**src/rtl/game_state_ctrl.sv**
```systemverilog
// Game flow controller: MENU -> PLAYING -> CONTINUE/FINAL screens, with lives/level/win
// registers for the HUD. One-hot state register bits drive the screen-select flags directly.
module game_state_ctrl #(
  parameter int LIVES_INIT      = 3,
  parameter int NUM_LEVELS      = 4,
  parameter int CONTINUE_FRAMES = 120,
  parameter int FINAL_FRAMES    = 180,
  localparam int LW = $clog2(LIVES_INIT + 1),
  localparam int VW = (NUM_LEVELS > 1) ? $clog2(NUM_LEVELS) : 1
) (
  input  logic          clk_i,
  input  logic          rst_i,
  input  logic          start_btn_i,
  input  logic          frame_tick_i,
  input  logic          player_hit_i,
  input  logic          level_clear_i,
  output logic          is_menu_o,
  output logic          is_playing_o,
  output logic          is_continue_o,
  output logic          is_final_o,
  output logic          round_start_o,
  output logic [LW-1:0] lives_o,
  output logic [VW-1:0] level_o,
  output logic          win_o
);

  localparam int MAXF = (CONTINUE_FRAMES > FINAL_FRAMES) ? CONTINUE_FRAMES : FINAL_FRAMES;
  localparam int CW   = $clog2(MAXF + 1);

  // One-hot encoding so each screen flag is a plain register bit.
  typedef enum logic [3:0] {
    S_MENU  = 4'b0001,
    S_PLAY  = 4'b0010,
    S_CONT  = 4'b0100,
    S_FINAL = 4'b1000
  } state_e;

  state_e        state_q, state_d;
  logic [LW-1:0] lives_q, lives_d;
  logic [VW-1:0] level_q, level_d;
  logic          win_q, win_d;
  logic [CW-1:0] cnt_q, cnt_d;
  logic          btn_q;
  logic          round_start_q, round_start_d;
  logic          start_edge;
  logic [CW-1:0] cnt_inc;

  assign start_edge = start_btn_i & ~btn_q;
  assign cnt_inc    = (cnt_q == {CW{1'b1}}) ? cnt_q : cnt_q + CW'(1);

  // btn_q resets high so a button already held at reset does not start a game.
  always_ff @(posedge clk_i) begin
    if (rst_i) begin
      state_q       <= S_MENU;
      lives_q       <= '0;
      level_q       <= '0;
      win_q         <= 1'b0;
      cnt_q         <= '0;
      btn_q         <= 1'b1;
      round_start_q <= 1'b0;
    end else begin
      state_q       <= state_d;
      lives_q       <= lives_d;
      level_q       <= level_d;
      win_q         <= win_d;
      cnt_q         <= cnt_d;
      btn_q         <= start_btn_i;
      round_start_q <= round_start_d;
    end
  end

  always_comb begin
    state_d       = state_q;
    lives_d       = lives_q;
    level_d       = level_q;
    win_d         = win_q;
    cnt_d         = cnt_q;
    round_start_d = 1'b0;
    case (state_q)
      S_MENU: begin
        if (start_edge) begin
          state_d       = S_PLAY;
          lives_d       = LW'(LIVES_INIT);
          level_d       = '0;
          win_d         = 1'b0;
          round_start_d = 1'b1;
        end
      end
      S_PLAY: begin
        if (player_hit_i) begin
          cnt_d = '0;
          if (lives_q <= LW'(1)) begin
            state_d = S_FINAL;
            lives_d = '0;
            win_d   = 1'b0;
          end else begin
            state_d = S_CONT;
            lives_d = lives_q - LW'(1);
          end
        end else if (level_clear_i) begin
          cnt_d = '0;
          if (level_q >= VW'(NUM_LEVELS - 1)) begin
            state_d = S_FINAL;
            win_d   = 1'b1;
          end else begin
            state_d = S_CONT;
            level_d = level_q + VW'(1);
          end
        end
      end
      S_CONT: begin
        if (frame_tick_i) cnt_d = cnt_inc;
        if (start_edge || (frame_tick_i && cnt_inc == CW'(CONTINUE_FRAMES))) begin
          state_d       = S_PLAY;
          cnt_d         = '0;
          round_start_d = 1'b1;
        end
      end
      S_FINAL: begin
        if (frame_tick_i) cnt_d = cnt_inc;
        if (start_edge || (frame_tick_i && cnt_inc == CW'(FINAL_FRAMES))) begin
          state_d = S_MENU;
          cnt_d   = '0;
        end
      end
      default: begin
        state_d = S_MENU;
        cnt_d   = '0;
      end
    endcase
  end

  always_comb begin
    is_menu_o     = state_q[0];
    is_playing_o  = state_q[1];
    is_continue_o = state_q[2];
    is_final_o    = state_q[3];
    round_start_o = round_start_q;
    lives_o       = lives_q;
    level_o       = level_q;
    win_o         = win_q;
  end

endmodule
```
**config.mk**
```make
export PLATFORM = sky130hd
export DESIGN_NAME = game_state_ctrl
export DESIGN_NICKNAME = d
export VERILOG_FILES = /design/src/rtl/game_state_ctrl.sv
export SDC_FILE = /design/constraint.sdc
export NUM_CORES = 1
export LEC_CHECK = 0
export BUFFER_PORTS_ARGS = -buffer_cell sky130_fd_sc_hd__buf_2
export CORE_UTILIZATION = 35
export CTS_CLUSTER_SIZE = 25
export DETAILED_ROUTE_END_ITERATION = 8
export SLEW_MARGIN = 15
export SYNTH_ARGS = -nofsm -noshare
export SYNTH_HDL_FRONTEND = slang
export SYNTH_SLANG_ARGS = --single-unit
export TNS_END_PERCENT = 100
```
**constraint.sdc**
```tcl
create_clock -name clk_i -period 3 [get_ports clk_i]
set_clock_uncertainty 0.2 [all_clocks]
set_input_delay 0.15 -clock clk_i [delete_from_list [all_inputs] [get_ports clk_i]]
set_output_delay 0.15 -clock clk_i [all_outputs]
set_load 0.01 [all_outputs]
```
==> impl_results.md, run 1 <==
- Hold wc startpoint: frame_tick_i
- Post-synthesis sequential area ratio: 0.296
- Post-DRT Antenna Nets: 0
- Initial DRC Count: 71
- Largest net degree at the start of global routing: 17
- Top fanout value on the critical path: 11
- Fin Setup TNS: 0 ns
- Initial Util: 0.377
- Post-layout min period: 2.68 ns
- Top_reg_cell synth: dfxtp_1
- Fillers: 344
- Worst R2R End: cnt_q[7]$_SDFFE_PP0P_
- Top Ports: 16
- Worst r2r src: cnt_q[3]$_SDFFE_PP0P_
- Post-layout util: 0.433
- Number of max-cap violations: 0
- CTS tree: done
- Clock Path Buffers: 2
- Number of detailed-route iterations in the first pass: 4
- Crit path arrival time: 2.66 ns
- Slew headroom: 0.639
- R2R Setup Slk: 0.32 ns
- Final Cycle Share: 0.893
- Grt ovf: 0
- Async set-or-reset flop fraction in the synthesized netlist: 0
- # diodes: 0
- Post-Syn Area per Cell: 8.04 um2
- Vias per inst: 5.72
- Worst-margin pin slew: 0.540 ns
- Setup Buffers After CTS: 0
- Layout cells sized above 1: 0.218
- Max Freq: 0.373 GHz
- Worst Setup Start Kind: flip-flop
- Synthesized instance count: 160
- Status: complete, no violations
- Crit. End Element: flip-flop
- Die area: 3920 um2
- Crit Path Category: flip-flop to flip-flop
- Number of unique standard cell types used by synthesis: 49
- Yosys Warn Count: 0
- GRT Resource Usage Total: 0.165
- Area of the mapped netlist: 1290 um2
- Initial antenna violation count: 0
- Final hold viol count: 0
- Via count: 1286
- Drc violations: 0
- Post-DR wirelength/cell: 14.0 um
- Pleak: 0.537 nW
- H-tree depth: 1
- Setup-failing EPs final: 0
- Worst-path clk slew: 0.11 ns
- WHS Path Cells: 3
- Vias in the first global route: 1171
- Reg2Reg Depth: 7
- Max Slew Vio Count: 0
- RePlAce Congestion: 0.947
- Die H: 62.6 um
- Synth Net Count: 168
- TritonCTS Buffers: 3
- Worst hold endpoint: cnt_q[2]$_SDFFE_PP0P_
- Drt total wl: 3150 um
- Pwr Density: 433 nW/um2
- Worst vdd ir: 171 uV
- Core area: 3420 um2
- WP data required: 2.98 ns
- TritonCTS Sinks: 19
- DPL Wire Length: 2370 um
- Row count: 21
- Die X-Extent: 62.6 um
- Layout Nets: 188
- First-pass GRT wire length: 5280 um
- HP Class: input port to flip-flop
- Seq cells post-synth: 19
- Clock Latency Late Sink: 0.30 ns
- Area Growth Syn to Fin: 14.9%
- Final Power: 640 uW
- Root buffer cell: clkbuf_4
- Post-synth EDFFs: 0
- RSZ-0062 raised after global routing: no
- Buffers on Ports: 15
## worst max path at each step
stage	from	endpoint	slack (ns)	depth (start not counted)
floorplan	cnt_q[0]$_SDFFE_PP0P_	cnt_q[7]$_SDFFE_PP0P_	0.47	10
CTS	cnt_q[3]$_SDFFE_PP0P_	cnt_q[7]$_SDFFE_PP0P_	0.23	7
finish	cnt_q[3]$_SDFFE_PP0P_	cnt_q[7]$_SDFFE_PP0P_	0.32	7
global placement	cnt_q[0]$_SDFFE_PP0P_	cnt_q[7]$_SDFFE_PP0P_	0.26	9
detailed placement	cnt_q[3]$_SDFFE_PP0P_	cnt_q[7]$_SDFFE_PP0P_	0.25	7
global route	cnt_q[3]$_SDFFE_PP0P_	cnt_q[7]$_SDFFE_PP0P_	0.11	7
## flip-flops by register name, indices dropped and copies added, names as in the netlist
signal and count:
cnt_q 8, round_start_o 1, level_o 2, btn_q 1
state_q 4, lives_o 2, win_o 1
## cells by family after synthesis
| logic type | Yosys count | share of synthesized area |
|---|---|---|
| adder cells (fa/ha/maj) | 2 | 0.0195 |
| AO/OA/AOI/OAI | 45 | 0.264 |
| AND/OR/NAND/NOR | 77 | 0.340 |
| multiplexers | 2 | 0.0175 |
| flip-flops | 19 | 0.296 |
| XOR/XNOR | 1 | 0.00681 |
| buffers and inverters | 14 | 0.0564 |
## Yosys cell counts, types with 2 or more instances
library cell | n | share of area
a211oi_1 | 3 | 0.018
a21oi_1 | 11 | 0.043
a22o_1 | 2 | 0.014
a31oi_1 | 2 | 0.0097
and2_1 | 2 | 0.0097
and3_1 | 3 | 0.015
buf_2 | 4 | 0.016
buf_4 | 2 | 0.012
clkbuf_1 | 3 | 0.0088
dfxtp_1 | 19 | 0.30
ha_1 | 2 | 0.019
inv_1 | 4 | 0.012
mux2_2 | 2 | 0.018
nand2_1 | 19 | 0.055
nand2b_1 | 2 | 0.0097
nand3_1 | 5 | 0.019
nand3b_1 | 2 | 0.012
nand4_1 | 2 | 0.0097
nor2_1 | 12 | 0.035
nor2b_1 | 2 | 0.0097
nor3_1 | 9 | 0.035
nor3b_1 | 6 | 0.035
nor4b_1 | 3 | 0.020
o211ai_1 | 5 | 0.029
o21a_1 | 2 | 0.012
o21ai_0 | 6 | 0.023
o21ai_1 | 2 | 0.0078
o22ai_1 | 2 | 0.0097
or2_2 | 2 | 0.0097
## worst max-delay path: stages (launching register included)
cell	delay, ns
dfxtp_1	0.55
nand4_2	0.19
or4b_1	0.51
and3_1	0.23
nor4_4	0.32
nor3_4	0.15
o31ai_4	0.31
a211oi_1	0.09
## placed cells by master (no fill, tap or decap), types with 4 or more instances in the layout
cell      Yosys  final
nand2_1      19     19
a21oi_1      11     11
o211ai_1      5      5
nor3_1        9      9
buf_4         2      7
nor2_1       12     12
nor3b_1       6      6
dfxtp_1      19     19
o21ai_0       6      6
inv_1         4      4
buf_2         4     15
nand3_1       5      5
## repair_timing
item / in CTS / in global routing
hold buffers: 3 / 0
endpoints found under the hold margin: 3 / 0
setup endpoints to repair: 0 / 1
resized for setup: 0 / 1
## layer usage
layer	track usage	wire length, um	vias to the layer above
met1	0.218	1510	607
met4	0.0814	78	0
met5	0	0	-
met3	0.0164	131	9
met2	0.266	1430	32
li1	-	-	638
## area by class of cell
type | instances | area, um2 | area share
Multi-Input combinational cell | 127 | 840 | 0.568
Sequential cell | 19 | 380 | 0.257
Timing Repair Buffer | 25 | 158 | 0.107
Tap cell | 46 | 57.6 | 0.0389
Clock buffer | 3 | 22.5 | 0.0152
Inverter | 4 | 15.0 | 0.0102
Clock inverter | 1 | 5.00 | 0.00339
## metrics by stage
stage                     hold slack (ns)  worst slack (ns)  std cells  instance area, um2
final                              0.0144             0.320        225                1480
after floorplan                    0.0566             0.469        160                1290
after detailed placement            0.171             0.254        218                1410
after global placement              0.167             0.256        218                1410
after global routing               0.0320             0.110        225                1480
after CTS                         0.00297             0.225        225                1470
## report_power, final
part           internal, mW  total [mW]  switching, mW
sequential            0.270       0.288         0.0182
clock                0.0498       0.132         0.0821
combinational         0.100       0.220          0.119
total                 0.420       0.640          0.220
Note: power is estimated with default switching activity, not from simulation.
==> run 2, diff against run 1 <==
--- a/config.mk
+++ b/config.mk
@@ -6,9 +6,11 @@
 export NUM_CORES = 1
 export LEC_CHECK = 0
 export BUFFER_PORTS_ARGS = -buffer_cell sky130_fd_sc_hd__buf_2
+export CAP_MARGIN = 0
 export CORE_UTILIZATION = 35
 export CTS_CLUSTER_SIZE = 25
 export DETAILED_ROUTE_END_ITERATION = 8
+export MAX_ROUTING_LAYER = met4
 export SLEW_MARGIN = 15
 export SYNTH_ARGS = -nofsm -noshare
 export SYNTH_HDL_FRONTEND = slang
==> run 2 against run 1 <==
Routed wire length grew 3.9%. Critical path depth grew 1. Die area is the same. Count of clock-buffer cells in the layout grew 1. Combinational power grew 2%. Global-route usage grew 1.8 points. Fmax shrank 0.20%. Clock power shrank 4%. Sequential cell count is the same. Non-clock buffer count grew 1. Register-to-register slack is essentially flat. Critical path type unchanged. Critical endpoint unchanged. Largest power group unchanged.
==> impl_results.md, run 2 (synthesis gave the netlist of run 1 again) <==
- Post-layout min period: 2.69 ns (+0.00528 ns)
- Initial DRC Count: 107 (+51%)
- Clock Path Buffers: 2 (unchanged)
- CTS tree: done
- TritonCTS Buffers: 3 (unchanged)
- Worst-path clk slew: 0.10 ns (about the same)
- Pwr Density: 431 nW/um2 (-0.48%)
- Worst hold margin: 0.0205 ns (+0.00608 ns)
- Max Slew Vio Count: 0 (unchanged)
- Die area: 3920 um2 (unchanged)
- Top fanout value on the critical path: 11 (unchanged)
- Largest register FFs: 8 (unchanged)
- Setup-failing EPs final: 0 (unchanged)
- Clock Latency Late Sink: 0.29 ns (about the same)
- RSZ-0062 raised after global routing: no
- Worst-margin pin slew: 0.544 ns (+0.00393 ns)
- Crit path arrival time: 2.66 ns (about the same)
- Post-DRT Antenna Nets: 0 (unchanged)
- Seq pwr share: 0.451 (about the same)
- Final hold viol count: 0 (unchanged)
- Row count: 21 (unchanged)
- Status: complete, no violations
- First-pass GRT wire length: 5620 um (+6.5%)
- Max Freq: 0.372 GHz (-0.20%)
- H-tree depth: 1 (unchanged)
- WP data required: 2.97 ns (about the same)
- Buffers on Ports: 15 (unchanged)
- Top Ports: 16 (unchanged)
- Crit-path cells: ha_1, buf_4, or4_1, and3_1, nor4_4, nor3_4, o31ai_4, a211oi_1
- Final Cycle Share: 0.895 (+0.00176)
- Initial antenna violation count: 0 (unchanged)
- Core area: 3420 um2 (unchanged)
- TritonCTS Sinks: 19 (unchanged)
- RePlAce Congestion: 1.02 (+7.6%)
- Layout cells sized above 1: 0.217 (-0.00121)
- Vias per inst: 5.91 (+3.4%)
- Root buffer cell: clkbuf_4
- Number of detailed-route iterations in the first pass: 4 (unchanged)
- Crit. End Element: flip-flop
- Drt total wl: 3270 um (+3.9%)
- Commonest cells after routing, fill and taps aside: nand2_1 (19), dfxtp_1 (19), buf_2 (15), nor2_1 (12), a21oi_1 (11)
- Fin Setup TNS: 0 ns (unchanged)
- GRT Resource Usage Total: 0.183 (+0.0183)
- Layout Nets: 189 (+0.53%)
- Via count: 1336 (+3.9%)
- Drc violations: 0 (unchanged)
- Largest net degree at the start of global routing: 17 (unchanged)
- CP bufs+invs: 1 (+1)
- Die H: 62.6 um (unchanged)
- Die X-Extent: 62.6 um (unchanged)
- Slew headroom: 0.636 (-0.00263)
- Worst Setup Start Kind: flip-flop
- Crit Path Category: flip-flop to flip-flop
- Final Power: 639 uW (about the same)
- Layout Cells excl Fill: 226 (+0.44%)
- Fillers: 361 (+4.9%)
- Number of max-cap violations: 0 (unchanged)
- DPL Wire Length: 2460 um (+3.7%)
- Initial Util: 0.377 (unchanged)
- Comb pwr share: 0.350 (+0.007)
- Vias in the first global route: 1233 (+5.3%)
- Clock power frac: 0.198 (-0.008)
- Switch share: 0.340 (-0.00340)
- Grt ovf: 0 (unchanged)
- DP Cell Count: 219 (+0.46%)
- Switch Pwr: 217 uW (-1.1%)
- CP max stage cell: or4_1
- Post-layout util: 0.434 (+0.00183)
- Post-DR wirelength/cell: 14.5 um (+3.5%)
- Area Growth Syn to Fin: 15.4%
- Largest regs: cnt_q (8), state_q (4)
- Pint: 422 uW (+0.46%)
- # diodes: 0 (unchanged)
- Pleak: 0.539 nW (+0.51%)
- Largest Register: cnt_q
- HP Class: input port to flip-flop
- Crit path max-delay family: simple AND/OR/NAND/NOR gates
- Largest stage delay, worst path: 0.50 ns (-0.05 ns)
- Worst vdd ir: 212 uV (+24%)
[run 2: cell count changes in the layout (fill, tap and decap cells not counted), sizes merged]
cell and change:
buf +1, clkinv -1, clkbuf +1
[run 2: through the flow]
step / instance area [um2] / worst slack [ns]
after floorplan: 1290 / 0.469
after global placement: 1420 / 0.260
after detailed placement: 1420 / 0.228
after CTS: 1480 / 0.191
after global routing: 1480 / 0.158
final: 1480 / 0.315
[run 2: per-layer routing]
| metal | vias to the layer above | track usage | wire length, um |
|---|---|---|---|
| li1 | 642 | - | - |
| met1 | 612 | 0.232 | 1420 |
| met2 | 72 | 0.293 | 1590 |
| met3 | 10 | 0.0255 | 204 |
| met4 | 0 | 0.0727 | 57 |
| met5 | - | - | 0 |
[run 2: timing repair]
action                                  in CTS  in global routing
endpoints found under the hold margin        3                  0
resized for setup                            0                  1
buffers inserted                             0                  0
hold buffers                                 3                  0
endpoints found under the setup margin       0                  1
[run 2: path summary, 6_finish.rpt]
check	slack (ns)	cells past startpoint	to	from
worst max-delay path	0.31	8	cnt_q[7]$_SDFFE_PP0P_	cnt_q[0]$_SDFFE_PP0P_
worst max register to register	0.31	8	cnt_q[7]$_SDFFE_PP0P_	cnt_q[0]$_SDFFE_PP0P_
worst min-delay path	0.02	2	level_o[0]$_SDFFE_PP0P_	rst_i
worst min register to register	0.31	2	lives_o[1]$_SDFFE_PP0P_	lives_o[1]$_SDFFE_PP0P_
[run 2: worst reg2reg max path: stages (launching register included)]
cell and delay, ns:
dfxtp_1 0.33, ha_1 0.26, buf_4 0.19, or4_1 0.50
and3_1 0.21, nor4_4 0.31, nor3_4 0.15, o31ai_4 0.33
a211oi_1 0.09
[run 2: power by group through the flow]
stage	clock network, mW	logic [mW]	registers, mW
4_1_cts	0.133	0.222	0.288
2_1_floorplan	0	0.140	0.299
5_1_grt	0.145	0.246	0.293
6_report	0.127	0.224	0.289
3_3_place_gp	0	0.216	0.292
3_5_place_dp	0	0.218	0.294
[run 2: cell type report]
| class | instances | area (um2) | share of cell area |
|---|---|---|---|
| Sequential cell | 19 | 380 | 0.256 |
| Clock buffer | 4 | 26.3 | 0.0177 |
| Inverter | 4 | 15.0 | 0.0101 |
| Timing Repair Buffer | 26 | 165 | 0.111 |
| Tap cell | 46 | 57.6 | 0.0388 |
| Multi-Input combinational cell | 127 | 840 | 0.566 |
==> run 3, diff against run 2 <==
--- a/config.mk
+++ b/config.mk
@@ -7,10 +7,13 @@
 export LEC_CHECK = 0
 export BUFFER_PORTS_ARGS = -buffer_cell sky130_fd_sc_hd__buf_2
 export CAP_MARGIN = 0
-export CORE_UTILIZATION = 35
+export CELL_PAD_IN_SITES_DETAIL_PLACEMENT = 1
+export CELL_PAD_IN_SITES_GLOBAL_PLACEMENT = 2
+export CORE_UTILIZATION = 33
 export CTS_CLUSTER_SIZE = 25
 export DETAILED_ROUTE_END_ITERATION = 8
 export MAX_ROUTING_LAYER = met4
+export PLACE_DENSITY_LB_ADDON = 0.1
 export SLEW_MARGIN = 15
 export SYNTH_ARGS = -nofsm -noshare
 export SYNTH_HDL_FRONTEND = slang
==> run 3 against run 2 <==
Worst hold slack improved by 0.017 ns. Setup slack worse by 0.070 ns. Power is 8.2% higher. First-iteration DRC count decreased by 29%. Global-route usage grew 1.5 points. Sequential power is essentially flat. Count of clock-buffer cells in the layout did not move.
==> impl_results.md, run 3 (synthesis gave the netlist of run 1 again) <==
- Largest Register: cnt_q
- DPL Wire Length: 2870 um (+16%)
- First-pass GRT wire length: 6190 um (+10%)
- Drc violations: 0 (unchanged)
- Area Growth Syn to Fin: 16.0%
- WP data required: 2.93 ns (-0.04 ns)
- TritonCTS Buffers: 3 (unchanged)
- Crit path arrival time: 2.68 ns (+0.02 ns)
- Initial antenna violation count: 0 (unchanged)
- Layout Nets: 187 (-1.1%)
- Setup-failing EPs final: 0 (unchanged)
- Post-layout util: 0.404 (-0.0301)
- Core area: 3690 um2 (+8.0%)
- Top fanout value on the critical path: 12 (+1)
- Worst-margin pin slew: 0.424 ns (-0.120 ns)
- Pleak: 0.541 nW (+0.25%)
- Final hold viol count: 0 (unchanged)
- Worst vdd ir: 238 uV (+12%)
- Post-DR wirelength/cell: 16.1 um (+12%)
- Initial Util: 0.349 (-0.0278)
- Die X-Extent: 64.4 um (+2.9%)
- Via count: 1287 (-3.7%)
- Crit Path Category: flip-flop to flip-flop
- Largest net degree at the start of global routing: 17 (unchanged)
- Buffers on Ports: 15 (unchanged)
- Vias per inst: 5.69 (-3.7%)
- Top Ports: 16 (unchanged)
- Clock Path Buffers: 2 (unchanged)
- Largest regs: cnt_q (8), state_q (4)
- Root buffer cell: clkbuf_8
- Worst Setup Start Kind: flip-flop
- GRT Resource Usage Total: 0.198 (+0.0149)
- TritonCTS Sinks: 19 (unchanged)
- Vias in the first global route: 1323 (+7.3%)
- Post-layout min period: 2.76 ns (+0.0699 ns)
- Drt total wl: 3650 um (+12%)
- Status: complete, no violations
- Slew headroom: 0.716 (+0.0801)
- Number of max-cap violations: 0 (unchanged)
- Commonest cells after routing, fill and taps aside: nand2_1 (19), dfxtp_1 (19), buf_2 (15), nor2_1 (12), a21oi_1 (11)
- Initial DRC Count: 76 (-29%)
- Row count: 22 (+4.8%)
- H-tree depth: 1 (unchanged)
- Layout cells sized above 1: 0.225 (+0.00805)
- Post-DRT Antenna Nets: 0 (unchanged)
- Fillers: 477 (+32%)
- Grt ovf: 0 (unchanged)
- # diodes: 0 (unchanged)
- Number of detailed-route iterations in the first pass: 4 (unchanged)
- Post-route cell area: 1490 um2 (+0.51%)
- Setup Buffers After CTS: 0 (unchanged)
- Pwr Density: 464 nW/um2 (+7.6%)
- Worst-path clk slew: 0.07 ns (-0.03 ns)
- Crit. End Element: flip-flop
- Placed inst area: 1420 um2 (+0.18%)
- RSZ-0062 raised after global routing: no
- RePlAce Congestion: 0.816 (-20%)
- Max Slew Vio Count: 0 (unchanged)
- Die H: 64.4 um (+2.9%)
- Final Cycle Share: 0.918 (+0.0233)
- Largest register FFs: 8 (unchanged)
- Max Freq: 0.363 GHz (-2.5%)
- CTS tree: done
- Clock Latency Late Sink: 0.25 ns (-0.04 ns)
- HP Class: input port to flip-flop
- Fin Setup TNS: 0 ns (unchanged)
- Die area: 4150 um2 (+5.9%)
run 3: report_power, final:
| part | total [mW] | switching, mW | internal [mW] |
|---|---|---|---|
| registers | 0.290 | 0.0198 | 0.270 |
| logic | 0.225 | 0.127 | 0.0986 |
| clock network | 0.177 | 0.0823 | 0.0942 |
| total | 0.692 | 0.229 | 0.463 |
run 3: cell type report:
class	instances	area, um2	share of cell area
clock buffer	4	45.0	0.0302
sequential	19	380	0.255
timing repair buffer	24	145	0.0973
inverter	4	15.0	0.0101
tap	48	60.1	0.0403
multi-input combinational	127	846	0.567
run 3: final timing paths:
check / startpoint / cells after the start / to / slack, ns
worst max-delay path: cnt_q[1]$_SDFFE_PP0P_ / 9 / cnt_q[7]$_SDFFE_PP0P_ / 0.24
worst min-delay path: level_clear_i / 3 / win_o$_SDFFE_PP0P_ / 0.04
worst max register to register: cnt_q[1]$_SDFFE_PP0P_ / 9 / cnt_q[7]$_SDFFE_PP0P_ / 0.24
worst min register to register: lives_o[1]$_SDFFE_PP0P_ / 2 / lives_o[1]$_SDFFE_PP0P_ / 0.30
run 3: critical path: stages (launching register included):
cell and delay, ns:
dfxtp_1 0.45, ha_4 0.24, nand4_1 0.21, nor2_1 0.24, o221ai_1 0.23, nor4_4 0.37
nor3_2 0.12, buf_4 0.19, o31ai_4 0.29, a211oi_1 0.09
run 3: what timing repair did:
action | CTS | global route
gates resized for setup | 0 | 2
endpoints found under the setup margin | 0 | 7
hold buffers | 1 | 0
hold endpoints to repair | 1 | 0
run 3: routing by layer:
layer / track usage / routed length [um]
met1: 0.224 / 1600
met4: 0.0694 / 56
met3: 0.0229 / 72
met5: - / 0
met2: 0.359 / 1920
run 3: per-stage QoR:
| stage | instances | setup slack, ns | power (mW) | hold slack, ns |
|---|---|---|---|---|
| after floorplan | 160 | 0.469 | 0.439 | 0.0566 |
| after global placement | 221 | 0.224 | 0.515 | 0.164 |
| after detailed placement | 221 | 0.0970 | 0.520 | 0.169 |
| after CTS | 226 | 0.0722 | 0.701 | 0.0353 |
| after global routing | 226 | 0.0632 | 0.734 | 0.0592 |
| final | 226 | 0.245 | 0.692 | 0.0376 |
